[src/rtl/and_seq_pkg.sv]
// Shared types and constants for the sequenced AND-reduction controller.
package and_seq_pkg;

  typedef enum logic [1:0] {
    IDLE   = 2'd0,
    LOAD   = 2'd1,
    REDUCE = 2'd2,
    DONE   = 2'd3
  } state_t;

  // Bit positions inside the led output.
  localparam int LED_RESULT = 0;
  localparam int LED_BUSY   = 1;

endpackage

[src/rtl/and_reduce_seq_swt_debounce.sv]
// Single-bit switch debouncer. The output follows the input only after the
// input has disagreed with the output for DEBOUNCE_CYC consecutive cycles.
// Any cycle where they agree again clears the run counter.
module swt_debounce #(
  parameter int DEBOUNCE_CYC = 16
) (
  input  logic clk,
  input  logic rst_n,
  input  logic din,
  output logic dout
);

  localparam int CNT_W = (DEBOUNCE_CYC > 1) ? $clog2(DEBOUNCE_CYC + 1) : 1;
  localparam logic [CNT_W-1:0] CNT_LAST = CNT_W'(DEBOUNCE_CYC - 1);

  logic             dout_q, dout_d;
  logic [CNT_W-1:0] cnt_q,  cnt_d;

  // Count consecutive disagreeing cycles; accept the new level on the last one.
  always_comb begin
    dout_d = dout_q;
    cnt_d  = '0;
    if (din != dout_q) begin
      if (cnt_q == CNT_LAST) begin
        dout_d = din;
      end else begin
        cnt_d = cnt_q + 1'b1;
      end
    end
  end

  // State registers.
  always_ff @(posedge clk or negedge rst_n) begin
    if (!rst_n) begin
      dout_q <= 1'b0;
      cnt_q  <= '0;
    end else begin
      dout_q <= dout_d;
      cnt_q  <= cnt_d;
    end
  end

  assign dout = dout_q;

endmodule

[src/rtl/and_reduce_seq.sv]
// Sequenced AND-reduction controller for the switch/LED board.
// Captures N_IN synchronised switch bits on a start request and ANDs them
// one per cycle through a single 2-input AND, then reports on the LEDs.
// Build option: define SWT_DEBOUNCE_EN to insert a per-bit debouncer
// (DEBOUNCE_CYC stable cycles) between the synchroniser and the capture.
module and_reduce_seq #(
  parameter int N_IN         = 4,
  parameter int DEBOUNCE_CYC = 16
) (
  input  logic            clk,
  input  logic            rst_n,
  input  logic [N_IN-1:0] swt,
  input  logic            start,
  output logic            busy,
  output logic            done,
  output logic            result,
  output logic [1:0]      led
);

  import and_seq_pkg::*;

  localparam int CNT_W = (N_IN > 1) ? $clog2(N_IN) : 1;
  localparam logic [CNT_W-1:0] CNT_LAST = CNT_W'(N_IN - 1);

  // ---------------------------------------------------------------------------
  // Switch input path
  // ---------------------------------------------------------------------------
  logic [N_IN-1:0] sync1_q, sync2_q;
  logic [N_IN-1:0] swt_clean;

  // Two-flop synchroniser; switches are asynchronous to clk.
  always_ff @(posedge clk or negedge rst_n) begin
    if (!rst_n) begin
      sync1_q <= '0;
      sync2_q <= '0;
    end else begin
      // NOTE: non-blocking so both stages sample the pre-edge values; a blocking
      // assignment here would collapse the synchroniser into a single flop.
      sync1_q <= swt;
      sync2_q <= sync1_q;
    end
  end

`ifdef SWT_DEBOUNCE_EN
  for (genvar i = 0; i < N_IN; i++) begin : g_debounce
    swt_debounce #(
      .DEBOUNCE_CYC(DEBOUNCE_CYC)
    ) u_swt_debounce (
      .clk  (clk),
      .rst_n(rst_n),
      .din  (sync2_q[i]),
      .dout (swt_clean[i])
    );
  end
`else
  assign swt_clean = sync2_q;
`endif

  // ---------------------------------------------------------------------------
  // Controller: FSM, shift register, counter, accumulator, registered outputs
  // ---------------------------------------------------------------------------
  state_t          state_q,  state_d;
  logic [N_IN-1:0] shift_q,  shift_d;
  logic [CNT_W-1:0] cnt_q,   cnt_d;
  logic            acc_q,    acc_d;
  logic            busy_q,   busy_d;
  logic            done_q,   done_d;
  logic            result_q, result_d;

  // Next-state and datapath logic for one serial reduction.
  always_comb begin
    // NOTE: every signal gets a default before the case so that no path
    // leaves a variable unassigned, which would otherwise infer a latch.
    state_d  = state_q;
    shift_d  = shift_q;
    cnt_d    = cnt_q;
    acc_d    = acc_q;
    busy_d   = busy_q;
    done_d   = 1'b0;
    result_d = result_q;

    unique case (state_q)
      IDLE: begin
        if (start) begin
          state_d = LOAD;
          busy_d  = 1'b1;
        end
      end

      LOAD: begin
        shift_d = swt_clean;
        acc_d   = 1'b1;
        cnt_d   = '0;
        state_d = REDUCE;
      end

      REDUCE: begin
        acc_d   = acc_q & shift_q[0];
        shift_d = shift_q >> 1;
        if (cnt_q == CNT_LAST) begin
          // Last bit: publish the final AND together with the done pulse.
          cnt_d    = '0;
          state_d  = DONE;
          busy_d   = 1'b0;
          done_d   = 1'b1;
          result_d = acc_q & shift_q[0];
        end else begin
          cnt_d = cnt_q + 1'b1;
        end
      end

      DONE: begin
        if (start) begin
          state_d = LOAD;
          busy_d  = 1'b1;
        end else begin
          state_d = IDLE;
        end
      end

      default: begin
        state_d = IDLE;
        busy_d  = 1'b0;
      end
    endcase
  end

  // Controller registers; reset aborts any run without a done pulse.
  always_ff @(posedge clk or negedge rst_n) begin
    if (!rst_n) begin
      state_q  <= IDLE;
      shift_q  <= '0;
      cnt_q    <= '0;
      acc_q    <= 1'b0;
      busy_q   <= 1'b0;
      done_q   <= 1'b0;
      result_q <= 1'b0;
    end else begin
      state_q  <= state_d;
      shift_q  <= shift_d;
      cnt_q    <= cnt_d;
      acc_q    <= acc_d;
      busy_q   <= busy_d;
      done_q   <= done_d;
      result_q <= result_d;
    end
  end

  assign busy            = busy_q;
  assign done            = done_q;
  assign result          = result_q;
  assign led[LED_RESULT] = result_q;
  assign led[LED_BUSY]   = busy_q;

endmodule

[config.mk]
export PLATFORM = sky130hd
export DESIGN_NAME = and_reduce_seq
export DESIGN_NICKNAME = d
export VERILOG_FILES = /design/src/rtl/and_seq_pkg.sv /design/src/rtl/and_reduce_seq_swt_debounce.sv /design/src/rtl/and_reduce_seq.sv
export SDC_FILE = /design/constraint.sdc
export NUM_CORES = 1
export LEC_CHECK = 0
export ABC_AREA = 1
export ABC_CLOCK_PERIOD_IN_PS = 2600
export CAP_MARGIN = 20
export CORE_MARGIN = 2
export CORE_UTILIZATION = 54
export DETAILED_ROUTE_END_ITERATION = 10
export MAX_ROUTING_LAYER = met4
export PLACE_DENSITY = 0.79
export SKIP_LAST_GASP = 1
export SLEW_MARGIN = 15
export SYNTH_ARGS = -nofsm -noshare
export SYNTH_HDL_FRONTEND = slang
export SYNTH_HIERARCHICAL = 1
export SYNTH_SLANG_ARGS = --single-unit
[constraint.sdc]
create_clock -name clk -period 2.6 [get_ports clk]
set_clock_uncertainty 0.2 [all_clocks]
set_input_delay 0.26 -clock clk [delete_from_list [all_inputs] [get_ports clk]]
set_output_delay 0.26 -clock clk [all_outputs]
set_load 0.01 [all_outputs]
==> After elaboration in Yosys (flattened, before gate mapping) <==
Index checks and enable logic that the tools add are counted.
{ "totals": {"regBits": 20, "output_inout_bits": 5} }
{ "classes": {"n_addsub": 1, "n_eq_ne": 7, "muxes": 13, "n_bitwise": 1, "n_reduce_logical": 7} }
{ "op_table": {"columns": ["operator", "count"], "rows": [
  ["$pmux W2 S4", 1],
  ["$pmux W4 S2", 1],
  ["$eq A2 B2 Y1 const B", 3],
  ["$mux W2", 3],
  ["$mux W1", 5],
  ["$ne A2 B2 Y1 const B", 2],
  ["$pmux W1 S2", 2],
  ["$pmux W2 S2", 1],
  ["$reduce_and A2 Y1", 2],
  ["$reduce_bool A2 Y1", 2],
  ["$reduce_and A3 Y1", 1],
  ["$add A2 B1 Y2 const B", 1],
  ["$eq A2 B1 Y1 const B", 1],
  ["$logic_not A2 Y1", 1],
  ["$ne A2 B1 Y1 const B", 1],
  ["$reduce_or A2 Y1", 1],
  ["$and A1 B1 Y1", 1]
]} }

==> Longest topological paths before layout <==
{ "depth": {"depth_word": 4, "depth_mapped": 7} }

==> Worst setup path after synthesis <==
OpenSTA, ideal clock, no wires.
{ "synth_timing": {"path_kind": "register -> register", "from": "register state_q[0]", "to": "register shift_q[0]", "setup_time_ns": 0.124, "arrival_time_ns": 1.089, "slack_ns": 1.187, "stages_incl_launch_ff": 7, "period_less_slack_ns": 1.413, "path_cell_list": "dfrtp_1 inv_1 ha_1 nand2_1 clkinv_1 nand2_1 nand3_1"} }
{ "synth_between": {"elab_chain_cells": 2, "word_cells_on_any_way": 4} }
{ "synth_lines": {"columns": ["item", "line", "rtl"], "rows": [
  ["from (decl)", "and_reduce_seq.sv:62", "state_t state_q, state_d;"],
  ["from (signal assigned)", "and_reduce_seq.sv:139", "state_q <= state_d;"],
  ["$eq A2 B2 Y1 or $eq A2 B1 Y1 (tied branches)", "and_reduce_seq.sv:82", "unique case (state_q)"],
  ["$pmux W4 S2 or $reduce_bool A2 Y1 (tied branches)", null, null],
  ["to (signal assigned)", "and_reduce_seq.sv:140", "shift_q <= shift_d;"],
  ["to (decl)", "and_reduce_seq.sv:63", "logic [N_IN-1:0] shift_q, shift_d;"]
]} }
Parallel ways exist; a longest one is shown, timed or not.
A chain may end at the register's enable or synchronous reset.

==> Worst setup path after layout <==
{ "layout_timing": {"from": "register result_q (netlist: result)", "to": "output port led[0]"} }
{ "layout_lines": {"columns": ["item", "line", "rtl"], "rows": [
  ["from (decl)", "and_reduce_seq.sv:68", "logic result_q, result_d;"],
  ["from (signal assigned)", "and_reduce_seq.sv:145", "result_q <= result_d;"],
  ["to (decl)", "and_reduce_seq.sv:17", "output logic [1:0] led"]
]} }
No word-level cell between the ends.

==> out/results.ini <==
[power]
total_power_mw = 1.09
p_leak_nw = 0.499
powerDensity_mw_per_mm2 = 1120
ir_worst_vdd_mv = 0.672

[critical_path]
crit_family = buffers and inverters
crit_chain = clkdlybuf4s50_1
startpoint_type = flop
worst_r2r_startpoint = state_q[1]
arrival_ps = 1220
critical_path_peak_fanout = 3
critPathBufInv = 1
max_stage_delay_ps = 550
critPathKind = flop to output pin
reg2reg_to = shift_q[0]
rrSetupSlack_ps = 1050
required_ps = 2140
rr_worst_depth = 6
cpMaxStageDelayCell = clkdlybuf4s50_1
worst_setup_path_end_kind = output pin

[finish]
n_antenna_cell = 0
drive_gt1_share_pct = 7.22
seq_area_um2 = 500
layout_commonest_cell = nand2_1
syn2layout_area_growth_pct = 19.5
multiInputGateArea_um2 = 253
fin_util_pct = 71.6
nets = 110
final_cell_mix = nand2_1, dfrtp_1, clkdlybuf4s50_1, inv_1, nand3_1
nFillCells = 97

[timing]
setup_viol = 0
worst_pin_slew_ps = 240
clock.fmax_mhz = 594
rsz0062_at_grt = no
setup_slack_ps = 916
period_needed_ps = 1680
setup_tns_ps = 0
drv_slew = 0
hold_viol_final = 0
fin_crit_sh_pct = 64.8
slew_headroom_pct = 84.0

[die]
die_area_mm2 = 0.00183
core_area_mm2 = 0.00135
io_pins = 12
rows = 13
start_util_pct = 60.0
die_h_um = 42.7
die_x_um = 42.7

[clocking]
root_buffer = clkbuf_4
cts_setup_buffers = 0
clkTransAtPathRegs_ps = 100
cts_buffers = 3
postCtsResizedCells = 0
clk_latency_ps = 290
cts_tree = yes
htree_levels = 1
clockBufferDepth = 2
clkSinkCount = 20
cts_hold_buf = 0

[synthesis]
netlist_instances = 83
syn_area_per_cell_um2 = 9.75
syn_nets = 95
synthDistinctLibCells = 13
synth_area_um2 = 810
yosys_warnings = 6
synth_area_leaders = dfrtp_1, nand2_1, ha_1
synth_top_cell_by_area = dfrtp_1
synth_top_cell_area_share_pct = 61.8
ys_seq_area_share_pct = 61.8
synth_seq_cells = 20

[flow_run]
max_cap_violations = 0

[routing]
viasPerCell = 4.83
drt_iter0_drc = 11
post-route-drc-count = 0
num_vias = 541
ant_nets = 0
drt_pass1_iterations = 4
wire_per_inst_um = 11.2
drt_wl_total_um = 1260

[placement]
numPortBuffers = 11
post-place-ws_ps = 1060
dp_hpwl_um = 979
place_congestion = 0.783

[global_route]
track_usage_pct = 17.3
overflow = 0
grt_pass1_wl_um = 2150
antenna_found_initial = 0
grt_max_degree = 21
grt_pass1_vias = 476

[hold_path]
hold_path_class = input port to async pin

[status]
status = finished, final reports clean

-- worst max-delay path by stage --
stage | from | endpoint | slack (ps) | cells past startpoint
after CTS | busy | busy | 890 | 1
final | result | led[0] | 920 | 1
after floorplan | state_q[0] | shift_q[0] | 1190 | 6
after global placement | state_q[0] | shift_q[1] | 1120 | 6
after detailed placement | state_q[1] | shift_q[1] | 1060 | 6
after global routing | busy | led[1] | 850 | 1
-- sequential cells by signal (all words and copies together) (netlist names) --
register,cells
acc_q,1
busy,1
cnt_q,2
done,1
result,1
shift_q,4
state_q,2
swt_clean,4
sync1_q,4
-- power breakdown --
group / switching, mW / internal, mW
Combinational: 0.276 / 0.185
Clock: 0.0893 / 0.0854
Sequential: 0.0535 / 0.398
Total: 0.418 / 0.668
-- metrics by stage --
stage / hold slack [ps] / instance area, um2 / cells
detailed placement: 138 / 931 / 108
floorplan: -236 / 810 / 83
global placement: 132 / 931 / 108
finish: 88.5 / 967 / 112
global route: 94.5 / 967 / 112
CTS: 78.8 / 967 / 112
-- cells in the mapped netlist (all sizes together) --
cell type	instances
o21ai	4
ha	5
nand4	1
inv	10
nand3	6
o211ai	1
clkinv	1
dfrtp	20
buf	2
nand2	33
-- cell type report --
class | instances | share of cell area [%]
clock buffers | 4 | 3.75
inverters | 11 | 4.27
multi-input cells | 50 | 26.1
flip-flops and latches | 20 | 51.7
well taps | 15 | 1.94
repair buffers | 12 | 12.2
-- routing by layer --
metal  track usage, %  up-vias  share of wire [%]
met5                -        -                  0
met4             9.38        0               0.40
met3             3.83        2                4.0
met2             22.7       12                 46
met1             24.7      245                 50
li1                 -      282                  -
-- cell families after synthesis --
kind of cell | count (synthesis) | synth area share (%)
AND/OR/NAND/NOR | 40 | 20.1
AO/OA/AOI/OAI | 5 | 3.40
flip-flops | 20 | 61.8
adder cells (fa/ha/maj) | 5 | 7.73
buffers and inverters | 13 | 6.95
Power figures use the tool's default switching activity.
